### config.mk
export PLATFORM = sky130hd
export DESIGN_NAME = aes_dfa_sequencer
export DESIGN_NICKNAME = d
export VERILOG_FILES = /design/src/rtl/aes_dfa_sequencer.sv
export SDC_FILE = /design/constraint.sdc
export NUM_CORES = 1
export LEC_CHECK = 0
export ABC_AREA = 1
export CAP_MARGIN = 10
export CORE_AREA = 2 2 358 360
export CTS_CLUSTER_DIAMETER = 150
export DETAILED_ROUTE_END_ITERATION = 12
export DIE_AREA = 0 0 360 362
export DONT_BUFFER_PORTS = 1
export MAX_ROUTING_LAYER = met4
export PLACE_DENSITY = 0.32
export SYNTH_ARGS = -nofsm -noshare
export SYNTH_HDL_FRONTEND = slang
export SYNTH_SLANG_ARGS = --single-unit
### constraint.sdc
create_clock -name clk -period 4.5 [get_ports clk]
set_input_delay 1.35 -clock clk [delete_from_list [all_inputs] [get_ports clk]]
set_output_delay 1.35 -clock clk [all_outputs]
set_load 0.02 [all_outputs]
### src/rtl/aes_dfa_sequencer.sv
`timescale 1ns/1ps
// aes_dfa_sequencer
//   Drives an aes_128 fault-injection core for differential fault analysis.
//   Each request sends the same plaintext/key into the core twice on
//   consecutive cycles: first fault-free, then faulted. It pulses fault_en
//   once, when the second block sits at the round-9 stage, captures both
//   ciphertexts, and hands them downstream as a valid/ready pair.
//
// Ports
//   clk, rst_n      clock, asynchronous active-low reset
//   start           request pulse, accepted only when idle
//   pt, key_in      plaintext / key, latched on the accepting edge
//   bit_sel         state bit to flip in the faulted block
//   busy            high whenever a request is in progress
//   aes_state/key   block inputs to the core (zero when not issuing)
//   aes_fault_en    single-cycle fault strobe to the core
//   aes_fault_bit   bit index to the core (valid while busy)
//   aes_out         core ciphertext output
//   ct_good         fault-free ciphertext
//   ct_faulty       faulted ciphertext
//   pair_valid      ct_good/ct_faulty valid
//   pair_ready      consumer accepts the pair
//
// LATENCY is assumed to be at least 2, and S9_DELAY must be less than LATENCY.
module aes_dfa_sequencer #(
  parameter int LATENCY  = 20,
  parameter int S9_DELAY = 18
) (
  input  logic         clk,
  input  logic         rst_n,
  input  logic         start,
  input  logic [127:0] pt,
  input  logic [127:0] key_in,
  input  logic [6:0]   bit_sel,
  output logic         busy,
  output logic [127:0] aes_state,
  output logic [127:0] aes_key,
  output logic         aes_fault_en,
  output logic [6:0]   aes_fault_bit,
  input  logic [127:0] aes_out,
  output logic [127:0] ct_good,
  output logic [127:0] ct_faulty,
  output logic         pair_valid,
  input  logic         pair_ready
);

  localparam int CNT_W = $clog2(LATENCY + 2);

  // cnt equals k during cycle k, where edge 0 is the edge on which the core
  // samples the good block.
  localparam logic [CNT_W-1:0] CNT_GOOD  = CNT_W'(LATENCY);
  localparam logic [CNT_W-1:0] CNT_MAX   = CNT_W'(LATENCY + 1);
  localparam logic [CNT_W-1:0] CNT_FAULT = CNT_W'(S9_DELAY + 1);

  typedef enum logic [2:0] {
    IDLE,
    ISSUE_GOOD,
    ISSUE_FAULT,
    WAIT,
    HOLD
  } state_t;

  state_t           state;
  state_t           state_next;
  logic [CNT_W-1:0] cnt;
  logic [127:0]     pt_r;
  logic [127:0]     key_r;
  logic [6:0]       bit_r;

  // The counter saturates at the faulty-capture cycle and does not wrap.
  function automatic logic [CNT_W-1:0] sat_inc(input logic [CNT_W-1:0] v);
    return (v == CNT_MAX) ? v : v + CNT_W'(1);
  endfunction

  always_ff @(posedge clk or negedge rst_n) begin
    if (!rst_n) begin
      state <= IDLE;
    end else begin
      state <= state_next;
    end
  end

  // All outputs are decoded from registered state/cnt. This keeps the
  // fault strobe free of glitches relative to the core's sampling edge.
  always_comb begin
    state_next    = state;
    busy          = 1'b0;
    aes_state     = '0;
    aes_key       = '0;
    aes_fault_en  = 1'b0;
    aes_fault_bit = '0;
    pair_valid    = 1'b0;

    unique case (state)
      IDLE:        if (start) state_next = ISSUE_GOOD;
      ISSUE_GOOD:  state_next = ISSUE_FAULT;
      ISSUE_FAULT: state_next = WAIT;
      WAIT:        if (cnt == CNT_MAX) state_next = HOLD;
      HOLD:        if (pair_ready) state_next = IDLE;
      default:     state_next = IDLE;
    endcase

    if (state != IDLE) begin
      busy          = 1'b1;
      aes_fault_bit = bit_r;
    end

    if (state == ISSUE_GOOD || state == ISSUE_FAULT) begin
      aes_state = pt_r;
      aes_key   = key_r;
    end

    // The faulted block entered the core at edge 1. It therefore reaches
    // round 9 one cycle after the good block does.
    if ((state == ISSUE_FAULT || state == WAIT) && cnt == CNT_FAULT) begin
      aes_fault_en = 1'b1;
    end

    if (state == HOLD) begin
      pair_valid = 1'b1;
    end
  end

  always_ff @(posedge clk or negedge rst_n) begin
    if (!rst_n) begin
      cnt       <= '0;
      pt_r      <= '0;
      key_r     <= '0;
      bit_r     <= '0;
      ct_good   <= '0;
      ct_faulty <= '0;
    end else begin
      if (state == IDLE && start) begin
        pt_r  <= pt;
        key_r <= key_in;
        bit_r <= bit_sel;
      end

      unique case (state)
        ISSUE_GOOD:        cnt <= '0;
        ISSUE_FAULT, WAIT: cnt <= sat_inc(cnt);
        default:           cnt <= cnt;
      endcase

      // Captures are keyed only to this run's cnt. Stale blocks still
      // inside the reset-less core are never sampled.
      if (state == WAIT && cnt == CNT_GOOD) begin
        ct_good <= aes_out;
      end
      if (state == WAIT && cnt == CNT_MAX) begin
        ct_faulty <= aes_out;
      end
    end
  end

endmodule

==> key figures <==
Outcome
  • Status: completed

CTS
  • Clk slew on worst S/H paths: 60 ps
  • Bufs on Longest Clock Path: 3
  • H-tree Lvls: 3
  • Root Driver: clkbuf_16
  • Worst skew pair latency: 670 ps
  • CTS resizes: 0
  • Hold_buf cts: 0
  • CTS tree: yes
  • Post-CTS Setup Bufs: 0
  • Sink Count: 527
  • CTS buffer count: 72

STA
  • Finish-stage setup viols: 0
  • RSZ-0062 raised after global routing: no
  • Relative slew margins: 0.0397
  • Worst hold slack: 401 ps
  • Final TNS setup: 0 ps
  • Worst slew pin tran: between 1000 and 1500 ps
  • Min cycle time layout: 4250 ps
  • Worst-case clock skew: 44.5 ps
  • Final Hold Viols: 0
  • Final max-slew violation count: 0
  • Max Clock Freq: ~240 MHz
  • Period Utilization, post-route: 0.944
  • Final worst setup slack: 252 ps

Floorplanning
  • Core region area: around 0.13 sq mm
  • Die ar.: 0.130 sq mm
  • Die Span Y: 362 microns
  • Cell row count: 131
  • Initial Utilization: 0.171
  • Die X-Extent: 360 microns
  • Num ports: 917

Detailed routing
  • Drt first pass iters: 5
  • Vias: between 15k and 20k
  • WL met3: between 7000 and 8000 microns
  • Top Layer Used: met4
  • DRC violations left: 0
  • Met2 WL: 40800 microns
  • Met1 WL: 33800 microns
  • Total routed wirelength: 83700 microns
  • Initial drt markers: 1120
  • Vias/cell: 3.76
  • Post-DRT Antenna Nets: 0
  • WL per Instance: 20.2 microns

Synthesis
  • Syn nets: between 2k and 3k
  • Cell area after synthesis: approximately 0.022 sq mm
  • Yosys warning count: 0
  • Mapped Cells: 2468
  • Synth Register Bits: 527
  • Syn avg cell area: a little under 9 sq um
  • Unique cell type count in the Yosys netlist: 23
  • Seq/Total Area, Yosys: 0.610

Critical path
  • Startpoint types: flip-flop
  • CP endpoint kind: output pin
  • R2R depth: 6
  • Setup CP Type: reg -> out
  • Worst EP required: 3150 ps
  • Worst-path maximum fanout: 177
  • WP data arrival: 2900 ps

Placement
  • Dpl hpwl: 60900 microns
  • Dpl ws: 779 ps
  • Cells after DPL: 4002
  • PortBufs: 0
  • Routability-driven placement congestion ratio: 0.782

GRT
  • Initial antenna violation count: 15
  • Number of global-route vias before repair: 15.9k
  • Largest net degree at the start of global routing: around 530
  • Tot GR Track Use: 0.129
  • Total congestion overflow: 0
  • First-pass GRT wire length: 119000 microns

Worst hold path
  • Min-delay worst type: in -> async

Layout
  • Core Util, Final: 0.202
  • Commonest non-fill, non-tap cell in the layout: nand2_1
  • Commonest cells after routing, fill and taps aside: nand2_1 (612), dfrtp_1 (527), inv_1 (362)
  • Share of cells above drive strength 1: 0.0627
  • Area Growth Syn to Fin: 18.3%
  • Non-filler cells, final: 4148
  • Nets@finish: ~2.8k

Pwr
  • Pwr dens: 705 mW/mm^2
  • Leakage Power: 11.9 nW
  • Peak VDD IR: 0.377 mV

Flow run
  • Maxcap violations: 0
kinds of logic after synthesis:
kind of cell,count (synthesis),share of synthesized area
buffers and inverters,513,0.107
and+or+nand+nor,971,0.175
adders and majority gates,3,0.00174
AOI/OAI and AO/OA,454,0.106
DFF,527,0.610
critical path: stages, from the launching register on:
cell and delay [ps]:
dfrtp_1 400, inv_1 110, nand2_1 170, o21ai_1 370
inv_8 200, buf_12 280, nor2_1 490
final timing paths:
check,startpoint,endpoint,slack [ps]
setup / recovery,state[2]$_DFFE_PN0P_,aes_state[28],250
hold / removal,rst_n,ct_good[64]$_DFFE_PN0P_,400
setup reg to reg,state[2]$_DFFE_PN0P_,ct_faulty[115]$_DFFE_PN0P_,1730
hold reg to reg,pt_r[35]$_DFFE_PN0P_,pt_r[35]$_DFFE_PN0P_,520
max in group asynchronous,rst_n,key_r[85]$_DFFE_PN0P_,2930
min in group clk,pt_r[35]$_DFFE_PN0P_,pt_r[35]$_DFFE_PN0P_,520
Yosys cell counts, drive strengths merged:
master,count,area [sq um]
nand4,3,18.8
nor3b,1,7.51
o21bai,1,7.51
ha,3,37.5
nor2,272,1050
o21ai,452,2280
inv,365,1370
nand2,614,2310
a21oi,1,5.00
buf,102,773
nand3b,1,7.51
dfrtp,527,13200
nand3,78,390
nor3,2,10.0
clkbuf,46,173
stage by stage:
stage | power [mW] | area, sq um
after global placement | 12.2 | 23000
after global routing | 19.3 | 25600
final | 18.0 | 25600
after detailed placement | 12.2 | 23000
after CTS | 18.4 | 25500
after floorplan | 11.0 | 21600
state kept, by name, indices dropped and copies added, names as in the netlist:
register,count
pt_r,128
state,3
ct_faulty,128
bit_r,7
ct_good,128
cnt,5
key_r,128
layout make-up:
class / count / area, sq um
Clock buffer: 103 / 2110
Timing Repair Buffer: 20 / 238
Antenna cell: 12 / 30.0
Sequential cell: 527 / 13200
Clock inverter: 31 / 399
Inverter: 365 / 1380
Multi-Input combinational cell: 1428 / 6150
Fill cell: 14175 / 101000
Tap cell: 1662 / 2080
power by group:
part / switching (mW) / internal (mW)
registers: 0.603 / 6.03
clock network: 2.40 / 3.60
logic: 4.38 / 1.02
per-layer routing:
metal / GRT usage / up-vias
met5: - / -
met4: 0.0433 / 0
met3: 0.0487 / 109
met2: 0.208 / 619
met1: 0.148 / 7388
li1: - / 7495
No activity file was read; power rests on OpenSTA's default activity.
